$ cat config.mk
export PLATFORM = sky130hd
export DESIGN_NAME = cache_ctrl_fsm
export DESIGN_NICKNAME = d
export VERILOG_FILES = /design/src/rtl/cache_pkg.sv /design/src/rtl/cache_line_store.sv /design/src/rtl/cache_ctrl_fsm.sv
export SDC_FILE = /design/constraint.sdc
export NUM_CORES = 1
export LEC_CHECK = 0
export BUFFER_PORTS_ARGS = -buffer_cell sky130_fd_sc_hd__buf_2
export CORE_MARGIN = 10
export CORE_UTILIZATION = 27
export CTS_BUF_LIST = sky130_fd_sc_hd__clkbuf_4 sky130_fd_sc_hd__clkbuf_8
export DETAILED_ROUTE_END_ITERATION = 6
export SKIP_LAST_GASP = 1
export SYNTH_ARGS = -nofsm -noshare
export SYNTH_HDL_FRONTEND = slang
export SYNTH_SLANG_ARGS = --single-unit
$ cat constraint.sdc
create_clock -name clk -period 11.9 [get_ports clk]
set_input_delay 2.38 -clock clk [delete_from_list [all_inputs] [get_ports clk]]
set_output_delay 2.38 -clock clk [all_outputs]
set_load 0.02 [all_outputs]
$ cat src/rtl/cache_pkg.sv
// cache_pkg: shared constants, FSM state codes and address-field helpers
// for the direct-mapped write-back cache controller.
package cache_pkg;
    localparam int LINE_W = 128;
    localparam int WORDS_PER_LINE = 4;

    typedef logic [1:0] state_t;
    localparam state_t S_IDLE      = 2'd0;
    localparam state_t S_COMPARE   = 2'd1;
    localparam state_t S_WRITEBACK = 2'd2;
    localparam state_t S_ALLOCATE  = 2'd3;

    function automatic int tag_w(input int addr_w, input int num_lines);
        return addr_w - 4 - $clog2(num_lines);
    endfunction

    function automatic logic [1:0] word_of(input logic [31:0] a);
        return 2'(a >> 2);
    endfunction

    // Callers truncate to their index width.
    function automatic logic [31:0] index_of(input logic [31:0] a);
        return a >> 4;
    endfunction

    function automatic logic [31:0] tag_of(input logic [31:0] a, input int idx_w);
        return a >> (4 + idx_w);
    endfunction
endpackage

$ cat src/rtl/cache_line_store.sv
// cache_line_store: tag/valid/dirty/data arrays of the direct-mapped cache
// with word-write, line-fill and dirty-clear ports on a single index.
module cache_line_store
    import cache_pkg::*;
#(
    parameter int NUM_LINES = 4,
    parameter int TAG_W = 4,
    parameter int IDX_W = $clog2(NUM_LINES)
) (
    input  logic                      clk,
    input  logic                      rst,
    input  logic [IDX_W-1:0]          index,
    input  logic                      wr_en,
    input  logic [1:0]                wr_word,
    input  logic [31:0]               wr_data,
    input  logic                      fill_en,
    input  logic [TAG_W-1:0]          fill_tag,
    input  logic [LINE_W-1:0]         fill_data,
    input  logic                      clr_dirty,
    output logic                      valid,
    output logic [TAG_W-1:0]          tag,
    output logic [LINE_W-1:0]         data,
    output logic [WORDS_PER_LINE-1:0] dirty
);
    logic [NUM_LINES-1:0]      valid_q;
    logic [WORDS_PER_LINE-1:0] dirty_q [NUM_LINES];
    logic [TAG_W-1:0]          tag_q   [NUM_LINES];
    logic [LINE_W-1:0]         data_q  [NUM_LINES];

    always_ff @(posedge clk or posedge rst) begin
        if (rst) begin
            valid_q <= '0;
            for (int i = 0; i < NUM_LINES; i++) dirty_q[i] <= '0;
        end else if (fill_en) begin
            valid_q[index] <= 1'b1;
            dirty_q[index] <= '0;
        end else if (clr_dirty) begin
            dirty_q[index] <= '0;
        end else if (wr_en) begin
            dirty_q[index][wr_word] <= 1'b1;
        end
    end

    // Tag and data contents survive reset; only valid/dirty are cleared.
    always_ff @(posedge clk) begin
        if (fill_en) begin
            tag_q[index]  <= fill_tag;
            data_q[index] <= fill_data;
        end else if (wr_en) begin
            data_q[index][{wr_word, 5'b0} +: 32] <= wr_data;
        end
    end

    assign valid = valid_q[index];
    assign tag   = tag_q[index];
    assign data  = data_q[index];
    assign dirty = dirty_q[index];
endmodule

$ cat src/rtl/cache_ctrl_fsm.sv
// cache_ctrl_fsm: hit / writeback / allocate sequencer for a direct-mapped
// write-back cache with 4-word lines, plus saturating hit/miss counters.
module cache_ctrl_fsm
    import cache_pkg::*;
#(
    parameter int ADDR_W = 10,
    parameter int NUM_LINES = 4,
    parameter int CNT_W = 16
) (
    input  logic              clk,
    input  logic              reset,
    input  logic              cpuReq,
    input  logic              isRead,
    input  logic [ADDR_W-1:0] address,
    input  logic [31:0]       writeData,
    output logic [31:0]       readData,
    output logic              isHit,
    output logic              cpuDone,
    output logic              memReq,
    output logic              memWe,
    output logic [ADDR_W-1:0] memAddress,
    output logic [127:0]      memWriteData,
    output logic [3:0]        isDirty,
    input  logic [127:0]      memReadData,
    input  logic              memAck,
    output logic [CNT_W-1:0]  hitCount,
    output logic [CNT_W-1:0]  missCount
);
    localparam int IDX_W = $clog2(NUM_LINES);
    localparam int TAG_W = tag_w(ADDR_W, NUM_LINES);

    state_t              state;
    logic                req_read;
    logic [ADDR_W-1:2]   req_addr;
    logic [31:0]         req_wdata;
    logic                miss_flag;
    logic [31:0]         full_addr;
    logic [1:0]          req_word;
    logic [IDX_W-1:0]    req_idx;
    logic [TAG_W-1:0]    req_tag;
    logic                line_valid;
    logic [TAG_W-1:0]    line_tag;
    logic [LINE_W-1:0]   line_data;
    logic [3:0]          line_dirty;
    logic                hit;
    logic                victim_dirty;
    logic                wr_en;
    logic                fill_en;
    logic                clr_dirty;

    assign full_addr    = 32'({req_addr, 2'b00});
    assign req_word     = word_of(full_addr);
    assign req_idx      = IDX_W'(index_of(full_addr));
    assign req_tag      = TAG_W'(tag_of(full_addr, IDX_W));
    assign hit          = line_valid && line_tag == req_tag;
    assign victim_dirty = line_valid && |line_dirty;
    assign wr_en        = state == S_COMPARE && hit && !req_read;
    assign fill_en      = state == S_ALLOCATE && memReq && memAck;
    assign clr_dirty    = state == S_WRITEBACK && memReq && memAck;

    cache_line_store #(.NUM_LINES(NUM_LINES), .TAG_W(TAG_W), .IDX_W(IDX_W)) u_store (
        .clk      (clk),
        .rst      (reset),
        .index    (req_idx),
        .wr_en    (wr_en),
        .wr_word  (req_word),
        .wr_data  (req_wdata),
        .fill_en  (fill_en),
        .fill_tag (req_tag),
        .fill_data(memReadData),
        .clr_dirty(clr_dirty),
        .valid    (line_valid),
        .tag      (line_tag),
        .data     (line_data),
        .dirty    (line_dirty)
    );

    always_ff @(posedge clk or posedge reset) begin
        if (reset) begin
            state        <= S_IDLE;
            req_read     <= 1'b0;
            req_addr     <= '0;
            req_wdata    <= '0;
            miss_flag    <= 1'b0;
            cpuDone      <= 1'b0;
            isHit        <= 1'b0;
            readData     <= '0;
            memReq       <= 1'b0;
            memWe        <= 1'b0;
            memAddress   <= '0;
            memWriteData <= '0;
            isDirty      <= '0;
            hitCount     <= '0;
            missCount    <= '0;
        end else begin
            cpuDone <= 1'b0;
            case (state)
                S_IDLE: if (cpuReq && !cpuDone) begin
                    req_read  <= isRead;
                    req_addr  <= address[ADDR_W-1:2];
                    req_wdata <= writeData;
                    miss_flag <= 1'b0;
                    state     <= S_COMPARE;
                end
                S_COMPARE: if (hit) begin
                    if (req_read) readData <= line_data[{req_word, 5'b0} +: 32];
                    cpuDone <= 1'b1;
                    isHit   <= !miss_flag;
                    if (!miss_flag && !(&hitCount)) hitCount <= hitCount + 1'b1;
                    state   <= S_IDLE;
                end else begin
                    miss_flag <= 1'b1;
                    if (!(&missCount)) missCount <= missCount + 1'b1;
                    memReq       <= 1'b1;
                    memWe        <= victim_dirty;
                    memAddress   <= victim_dirty ? {line_tag, req_idx, 4'b0} : {req_tag, req_idx, 4'b0};
                    memWriteData <= line_data;
                    isDirty      <= victim_dirty ? line_dirty : 4'b0;
                    state        <= victim_dirty ? S_WRITEBACK : S_ALLOCATE;
                end
                S_WRITEBACK: if (memAck) begin
                    memReq <= 1'b0;
                    memWe  <= 1'b0;
                    state  <= S_ALLOCATE;
                end
                // After a writeback memReq spends one cycle low before the fill request.
                S_ALLOCATE: if (!memReq) begin
                    memReq     <= 1'b1;
                    memWe      <= 1'b0;
                    memAddress <= {req_tag, req_idx, 4'b0};
                end else if (memAck) begin
                    memReq <= 1'b0;
                    state  <= S_COMPARE;
                end
                default: state <= S_IDLE;
            endcase
        end
    end
endmodule
==> reports/qor.csv, run 1 <==
metric,value,unit
netlist_area,32800,sq um
synthTopCellsByArea,"edfxtp_1 (48%), dfrtp_1 (21%), mux4_2 (12%)",
drt_pass1_iterations,5,
final_cell_mix,"edfxtp_1 (528), buf_2 (378), dfrtp_1 (266)",
cp_slowest_cell,dfrtp_4,
die_y,368.5,microns
max_freq,0.1967,GHz
post-cts-setup-buffer-count,0,
placed_cells,3867,
hold_violations,0,
synth_ff_type,edfxtp_1,
crit_chain,mux4_2 -> xor2_1 -> nand4b_2 -> nor3_2 -> buf_4 -> nor2_1 -> nor2_4 -> buf_4,
cp_max_fo,65,
multi_input_area,9265,sq um
core-area,120300,sq um
setup_viol,0,
port_buffers,378,
n_fill_cell,11770,
cts_resized,0,
via_count,19180,
drive_above_1_share,0.4196,
p_sw,3.609,mW
cpMostUsedCell,buf_4,
cts_hold_buf,0,
synth_edf_count,528,
cpLargestDelayFamily,simple AND/OR/NAND/NOR gates,
max-slew-margin-rel,0.3423,
min_period_over_period,0.4271,
internal_power,6.435,mW
area_delta_synth_final,20.62,%
die_area,135800,sq um
status,finished clean,
cts_tree,done,
via_per_inst,4.633,
drc,0,
cp_slowest_stage_delay,0.99,ns
final_common_cell,edfxtp_1,
cts-root-buf,clkbuf_8,
tns,0,ns
initialDrtViolationCount,1545,
nNetsFinal,2588,
grtUsageTotal,0.1504,
syn_inst,1954,
synth_seq_cells,798,
clock_power_share,0.258,
slew_violations,0,
max-cap-violations,0,
instances_no_fill,4139,
start_util,0.2727,
hold_class,flop to flop,
comb_power_share,0.347,
synthDominantCellAreaShare,0.4834,
cts_made_buffers,142,
critPathBufInv,2,
cp-end-kind,flop,
insertion_delay,0.83,ns
skew,0.03623,ns
yosys.area.top_type,edfxtp_1,
critPathKind,flop to flop,
routabilityCongestion,0.7196,
die-width,368.5,microns
wl_per_cell,24.99,microns
crit_arrival,5.53,ns
h-tree-depth,4,
swShare,0.3593,
fin_crit,5.083,ns
syn_avg_cell_area,16.78,sq um
worstSetupStartpointType,flop,
max_slew.worst_pin.slew,0.9865,ns
drtAntennaViolNets,0,
async_reset_ff_frac,0.3383,
rows,127,
powerDensity,253.9,nW/um^2
p_leak,14.90,nW
ys_seq_area_frac,0.6894,
ff_latch_area,22630,sq um
grt_overflow_total,0,
rsz0062_at_grt,no,
sequentialPowerShare,0.395,
clock-sinks,798,
ios,385,
dp_hpwl,66660,microns
synth_cell_type_count,54,
grt_pass1_wl,148000,microns
antenna_found_initial,14,
wirelength,103400,microns
required,12.35,ns
cts_buffer_depth,3,
yosys_warnings,0,
clk_pin_slew_worst_paths,0.06,ns
grt_pass1_vias,20300,
peakVddDrop,159.4,uV
grt_max_degree,96,
[per-layer routing]
layer | global-route usage | vias up | part of all wire
met2 | 0.2399 | 644 | 0.48
li1 | - | 8349 | -
met3 | 0.04042 | 142 | 0.063
met5 | 0 | - | 0.000097
met1 | 0.1962 | 10040 | 0.43
met4 | 0.05226 | 2 | 0.025
[cells in the mapped netlist (all sizes together), types with 2 or more instances]
master,count
edfxtp,528
dfrtp,270
mux2,217
mux4,169
nand3,144
inv,141
o21ai,134
buf,60
clkbuf,60
nor2,55
nand2,31
xnor2,18
ha,14
nor3,14
xor2,11
a31oi,9
and3,9
or2,8
nand4,7
o21a,7
nor4,6
a21oi,5
and2,5
nand2b,5
nor2b,5
a2bb2oi,2
nor3b,2
or4,2
[through the flow]
stage / setup WS [ns] / hold WS (ns) / power (mW) / util / cell area, sq um
detailed placement: 6.071 / 0.4564 / 7.583 / 0.3046 / 36640
finish: 6.817 / 0.4696 / 10.04 / 0.3289 / 39560
floorplan: 2.081 / 0.4337 / 6.210 / - / 32810
global placement: 6.094 / 0.4473 / 7.542 / 0.3046 / 36640
global route: 6.569 / 0.4770 / 10.58 / 0.3288 / 39550
CTS: 6.739 / 0.4718 / 10.22 / 0.3287 / 39540
[worst reg2reg max path, cell delays in order (launching register included)]
cell and delay [ns]:
dfrtp_4 0.99, mux4_2 0.64, xor2_1 0.19, nand4b_2 0.43, nor3_2 0.24, buf_4 0.74, nor2_1 0.40, nor2_4 0.40
buf_4 0.61
[cell type report]
type,instances,area share
Tap cell,1612,0.05099
Inverter,141,0.01357
Timing Repair Buffer,418,0.05541
Sequential cell,798,0.5720
Antenna cell,8,0.0005061
Clock inverter,58,0.009109
Clock buffer,206,0.06424
Multi-Input combinational cell,898,0.2342
[power groups by stage]
stage | combinational [mW] | clock (mW) | sequential [mW]
2_1_floorplan | 2.06 | 0 | 4.15
3_3_place_gp | 3.53 | 0 | 4.01
3_5_place_dp | 3.56 | 0 | 4.02
4_1_cts | 3.57 | 2.67 | 3.97
5_1_grt | 3.74 | 2.80 | 4.04
6_report | 3.49 | 2.59 | 3.97
[logic make-up (layout without fill, tap and decap cells)]
kind of cell / after synthesis / in the layout / synth area share
simple gates: 298 / 298 / 0.04509
xor+xnor: 29 / 29 / 0.008202
flops: 798 / 798 / 0.6894
mux: 387 / 387 / 0.1909
other cells: 1 / 12 / 0.0001143
fa+ha+maj: 14 / 14 / 0.005341
compound gates: 166 / 166 / 0.02739
buf+inv: 261 / 823 / 0.03357
[path summary, 6_finish.rpt]
kind	slack, ns	endpoint	from	cells after the start
hold reg to reg	0.47	u_store.valid_q[3]	u_store.valid_q[3]	1
max in group asynchronous	8.76	req_addr[3]	reset	3
setup reg to reg	6.82	u_store.data_q[1][36]	req_addr[4]	8
setup / recovery	6.82	u_store.data_q[1][36]	req_addr[4]	8
hold / removal	0.47	u_store.valid_q[3]	u_store.valid_q[3]	1
min in group asynchronous	1.68	missCount[2]	reset	2
[flip-flops by register name, indices dropped and copies added (netlist names)]
signal           count
req_read             1
memWriteData       128
req_wdata           32
memReq               1
u_store.valid_q      4
missCount           16
hitCount            16
u_store.tag_q       16
readData            32
state                2
miss_flag            1
req_addr             8
u_store.data_q     512
memAddress           6
memWe                1
isHit                1
cpuDone              1
u_store.dirty_q     16
isDirty              4
(Power assumes the default switching activity.)
==> run 2, diff against run 1 <==
==> constraint.sdc (replaced) <==
create_clock -name clk -period 4.1 [get_ports clk]
set_input_delay 0.82 -clock clk [delete_from_list [all_inputs] [get_ports clk]]
set_output_delay 0.82 -clock clk [all_outputs]
set_load 0.02 [all_outputs]
==> reports/qor.csv, run 2 (synthesis results as in run 1) <==
metric,value,unit,change
nNetsFinal,2613,,+0.97%
clock-sinks,798,,unchanged
p_leak,15.14,nW,+1.6%
antenna_found_initial,5,,-9
cp-end-kind,flop,,
post-cts-setup-buffer-count,0,,unchanged
final_common_cell,edfxtp_1,,
powerDensity,735.9,nW/um^2,+190%
sequentialPowerShare,0.382,,-0.013
max-slew-margin-rel,0.3501,,+0.007788
required,4.81,ns,-7.54 ns
grt_pass1_wl,145600,microns,-1.6%
via_count,19150,,-0.15%
die-width,368.5,microns,unchanged
comb_power_share,0.355,,+0.008
rrSetupSlack,0.83,ns,-5.99 ns
grt_overflow_total,0,,unchanged
fin_ws,0.8281,ns,-5.989 ns
cp_max_fo,17,,-74%
initialDrtViolationCount,1409,,-8.8%
power.total,29.44,mW,+190%
critPathKind,flop to flop,,
place_ws,0.7886,ns,-5.282 ns
fin_crit,3.272,ns,-1.811 ns
max_freq,0.3056,GHz,+55%
final_cell_mix,"edfxtp_1 (528), buf_2 (378), dfrtp_1 (266)",,
drtAntennaViolNets,0,,unchanged
insertion_delay,0.86,ns,+0.03 ns
rsz0062_at_grt,no,,
hold_violations,0,,unchanged
dpl_cell_area,37010,sq um,+1.0%
max_slew.worst_pin.slew,0.9749,ns,-0.01168 ns
drive_above_1_share,0.4255,,+0.005862
skew,0.04663,ns,+0.01039 ns
max-cap-violations,0,,unchanged
dp_hpwl,69010,microns,+3.5%
swShare,0.3534,,-0.005943
cts_buffer_depth,3,,unchanged
slew_violations,0,,unchanged
final_area,40010,sq um,+1.1%
reg.largest.list,"u_store.data_q: 512 flops, memWriteData: 128 flops",,
status,finished clean,,
wirelength,102200,microns,-1.1%
p_sw,10.40,mW,+190%
tns,0,ns,unchanged
area_delta_synth_final,21.99,%,
rows,127,,unchanged
ios,385,,unchanged
port_buffers,378,,unchanged
via_per_inst,4.613,,-0.43%
clk_pin_slew_worst_paths,0.06,ns,about the same
die_area,135800,sq um,unchanged
grt_max_degree,95,,-1.0%
routabilityCongestion,0.7392,,+2.7%
grtUsageTotal,0.1484,,-0.002018
peakVddDrop,545.9,uV,+240%
setup_viol,0,,unchanged
h-tree-depth,4,,unchanged
hold_class,input pin to flop,,
worstSetupStartpointType,flop,,
core-area,120300,sq um,unchanged
die_y,368.5,microns,unchanged
cts-root-buf,clkbuf_8,,
grt_pass1_vias,20100,,-1.0%
largest_reg_flops,512,,unchanged
crit_arrival,3.98,ns,-1.55 ns
drc,0,,unchanged
start_util,0.2727,,unchanged
wl_per_cell,24.63,microns,-1.4%
clock_power_share,0.263,,+0.005
cts_tree,done,,
largest-register,u_store.data_q,,
internal_power,19.04,mW,+200%
min_period_over_period,0.7980,,+0.3709
cts_made_buffers,142,,unchanged
drt_pass1_iterations,5,,unchanged
run 2: cell count changes in the layout (fill, tap and decap cells not counted), sizes merged:
cell	delta
bufinv	+3
diode	-5
buf	+24
clkbuf	+3
clkinvlp	-5
clkinv	-9
dlygate4sd3	+1
run 2: timing repair:
| action | 4_1_cts | 5_1_grt |
|---|---|---|
| gates resized for setup | 0 | 0 |
| hold buffers | 1 | 0 |
| hold endpoints to repair | 3 | 0 |
run 2: cell type report:
class	instances	area, sq um
antenna	3	7.507
clock buffer	209	2589
clock inverter	47	390.4
fill	11740	80280
inverter	141	533.0
multi-input combinational	898	9265
sequential	798	22620
tap	1612	2017
timing repair buffer	443	2582
run 2: routing by layer:
| metal | vias up | share of wire | GRT usage |
|---|---|---|---|
| met5 | - | 0.00022 | 0 |
| met4 | 4 | 0.021 | 0.04595 |
| met3 | 144 | 0.070 | 0.03881 |
| met2 | 680 | 0.48 | 0.2425 |
| met1 | 9927 | 0.43 | 0.1916 |
| li1 | 8392 | - | - |
run 2: through the flow:
| step | cells | util | hold slack [ns] |
|---|---|---|---|
| 2_1_floorplan | 1957 | - | 0.4337 |
| 5_1_grt | 4149 | 0.3326 | 0.1105 |
| 4_1_cts | 4148 | 0.3325 | 0.04645 |
| 6_report | 4151 | 0.3326 | 0.1919 |
| 3_5_place_dp | 3891 | 0.3077 | 0.4492 |
| 3_3_place_gp | 3891 | 0.3077 | 0.4487 |
run 2: power groups by stage:
stage / Sequential [mW] / Clock (mW) / Combinational [mW]
3_3_place_gp: 11.4 / 0 / 10.6
6_report: 11.3 / 7.74 / 10.4
2_1_floorplan: 12.1 / 0 / 5.97
4_1_cts: 11.3 / 8.00 / 10.7
5_1_grt: 11.4 / 8.37 / 11.2
3_5_place_dp: 11.4 / 0 / 10.7
run 2: final timing paths:
kind,start,end,cells after the start
setup reg to reg,req_addr[4],readData[27],8
max in group asynchronous,reset,memWriteData[10],4
setup / recovery,req_addr[4],readData[27],8
hold reg to reg,u_store.valid_q[2],u_store.valid_q[2],1
min in group asynchronous,reset,missCount[1],3
hold / removal,address[4],req_addr[4],2
run 2: worst max-delay path, cell delays in order (launching register included):
cell and delay, ns:
dfrtp_4 0.60, mux4_2 0.59, xnor2_2 0.15, nand2_2 0.22, or2_1 0.40, inv_2 0.20
and2_4 0.33, buf_4 0.27, mux2_1 0.34
==> run 3, diff against run 2 <==
==> constraint.sdc (replaced) <==
create_clock -name clk -period 3.1 [get_ports clk]
set_input_delay 0.62 -clock clk [delete_from_list [all_inputs] [get_ports clk]]
set_output_delay 0.62 -clock clk [all_outputs]
set_load 0.02 [all_outputs]
==> reports/qor.csv, run 3 (synthesis results as in run 1) <==
metric,value,unit,change
skew,0.04506,ns,-0.001569 ns
max_freq,0.3371,GHz,+10%
worstSetupStartpointType,flop,,
peakVddDrop,576.7,uV,+5.7%
initialDrtViolationCount,1679,,+19%
antenna_found_initial,13,,+8
status,finished clean,,
grt_pass1_wl,149500,microns,+2.7%
start_util,0.2727,,unchanged
drt_pass1_iterations,5,,unchanged
core-area,120300,sq um,unchanged
final_cell_mix,"edfxtp_1 (528), buf_2 (378), dfrtp_1 (266)",,
cp_max_fo,12,,-5
largest_reg_flops,512,,unchanged
cts_tree,done,,
rsz0062_at_grt,yes,,
die-width,368.5,microns,unchanged
crit_arrival,3.56,ns,-0.42 ns
die_y,368.5,microns,unchanged
cts-root-buf,clkbuf_8,,
power.total,39.57,mW,+34%
clk_pin_slew_worst_paths,0.06,ns,about the same
insertion_delay,0.86,ns,about the same
nNetsFinal,2688,,+2.9%
instances_no_fill,4230,,+1.9%
grtUsageMet3,0.03758,,-0.001231
dpl_cell_area,37550,sq um,+1.5%
final_common_cell,edfxtp_1,,
port_buffers,378,,unchanged
rows,127,,unchanged
wirelength,106300,microns,+3.9%
powerDensity,961.2,nW/um^2,+31%
p_leak,15.65,nW,+3.4%
met2_usage,0.2485,,+0.005969
via_per_inst,4.665,,+1.1%
grt_use_met1,0.1982,,+0.006546
grtUsageTotal,0.1510,,+0.002645
via_count,19730,,+3.1%
ios,385,,unchanged
max-slew-margin-rel,0.3540,,+0.003940
largest-register,u_store.data_q,,
final_area,41170,sq um,+2.9%
drtAntennaViolNets,0,,unchanged
grt_max_degree,78,,-18%
clock-sinks,798,,unchanged
fin_crit,2.966,ns,-0.3056 ns
reg.largest.list,"u_store.data_q: 512 flops, memWriteData: 128 flops",,
required,3.69,ns,-1.12 ns
hold_class,input pin to flop,,
routabilityCongestion,0.7476,,+1.1%
cts_buffer_depth,3,,unchanged
cp-end-kind,flop,,
hold_violations,0,,unchanged
grt_pass1_vias,20840,,+3.7%
drc,0,,unchanged
min_period_over_period,0.9569,,+0.1588
h-tree-depth,4,,unchanged
n_fill_cell,11660,,-0.72%
dp_hpwl,70330,microns,+1.9%
cts_made_buffers,142,,unchanged
wl_per_cell,25.12,microns,+2.0%
critPathKind,flop to flop,,
max-cap-violations,0,,unchanged
placed_cells,3916,,+0.64%
max_slew.worst_pin.slew,0.9690,ns,-0.005910 ns
grt_overflow_total,0,,unchanged
area_delta_synth_final,25.54,%,
grt-busiest-layer,met2,,
setup_viol,0,,unchanged
slew_violations,0,,unchanged
die_area,135800,sq um,unchanged
drive_above_1_share,0.4312,,+0.005719
-- run 3: cell types whose count changed in the layout (fill, tap and decap cells not counted), moves of 7 or more --
cell	delta
dlygate4sd3_1	+41
buf_12	+28
o21ai_1	+7
clkbuf_8	-9
clkbuf_4	+9
o21ai_0	-11
-- run 3: cell type report --
cell class                 instances  area (sq um)  share of cell area
clock inverter                    52         452.9             0.01100
timing repair buffer             518          3680             0.08937
multi-input combinational        898          9329              0.2266
sequential                       798         22620              0.5495
tap                             1612          2017             0.04899
antenna                            2         5.005           0.0001216
clock buffer                     209          2532             0.06151
inverter                         141         533.0             0.01295
-- run 3: report_power, final --
part | switching, mW | internal (mW) | total, mW
combinational | 8.21 | 6.27 | 14.5
sequential | 1.30 | 13.5 | 14.8
clock | 4.54 | 5.72 | 10.3
-- run 3: metrics by stage --
step / util / hold WS, ns / setup slack (ns) / TNS [ns]
after detailed placement: 0.3122 / 0.4523 / -0.09401 / -8.710
after floorplan: - / 0.4337 / -1.087 / -293.61
after CTS: 0.3406 / 0.07468 / -0.03207 / -0.2465
final: 0.3423 / 0.2057 / 0.1337 / 0
after global placement: 0.3122 / 0.4500 / -0.07670 / -5.080
after global routing: 0.3423 / 0.1569 / -0.02540 / -0.1860
-- run 3: worst max-delay path: stages, from the launching register on --
cell	delay [ns]
dfrtp_4	0.48
mux4_2	0.53
xor2_1	0.19
nand4b_2	0.21
buf_4	0.21
nor3_4	0.29
buf_4	0.18
buf_12	0.18
buf_4	0.16
nand3_1	0.07
o21ai_0	0.18
-- run 3: final timing paths --
kind / endpoint / cells past startpoint / start / slack (ns)
min in group asynchronous: missCount[1] / 3 / reset / 0.30
hold reg to reg: u_store.valid_q[2] / 1 / u_store.valid_q[2] / 0.47
setup reg to reg: u_store.data_q[3][12] / 10 / req_addr[4] / 0.13
hold / removal: memReq / 3 / memAck / 0.21
max in group asynchronous: req_wdata[12] / 5 / reset / 1.87
setup / recovery: u_store.data_q[3][12] / 10 / req_addr[4] / 0.13
-- run 3: layer usage --
metal | wire [microns] | vias to the layer above | share of wire
met3 | 7150 | 128 | 0.067
met1 | 45910 | 10330 | 0.43
met5 | 13 | - | 0.00012
met2 | 51490 | 723 | 0.48
met4 | 1697 | 2 | 0.016
li1 | - | 8548 | -
-- run 3: repair_timing --
item / in CTS / in global routing
gates cloned: 0 / 4
buffers inserted: 0 / 5
pin swaps: 0 / 4
hold endpoints to repair: 82 / 0
hold buffers: 42 / 0
endpoints found under the setup margin: 140 / 678
gates resized for setup: 2 / 27
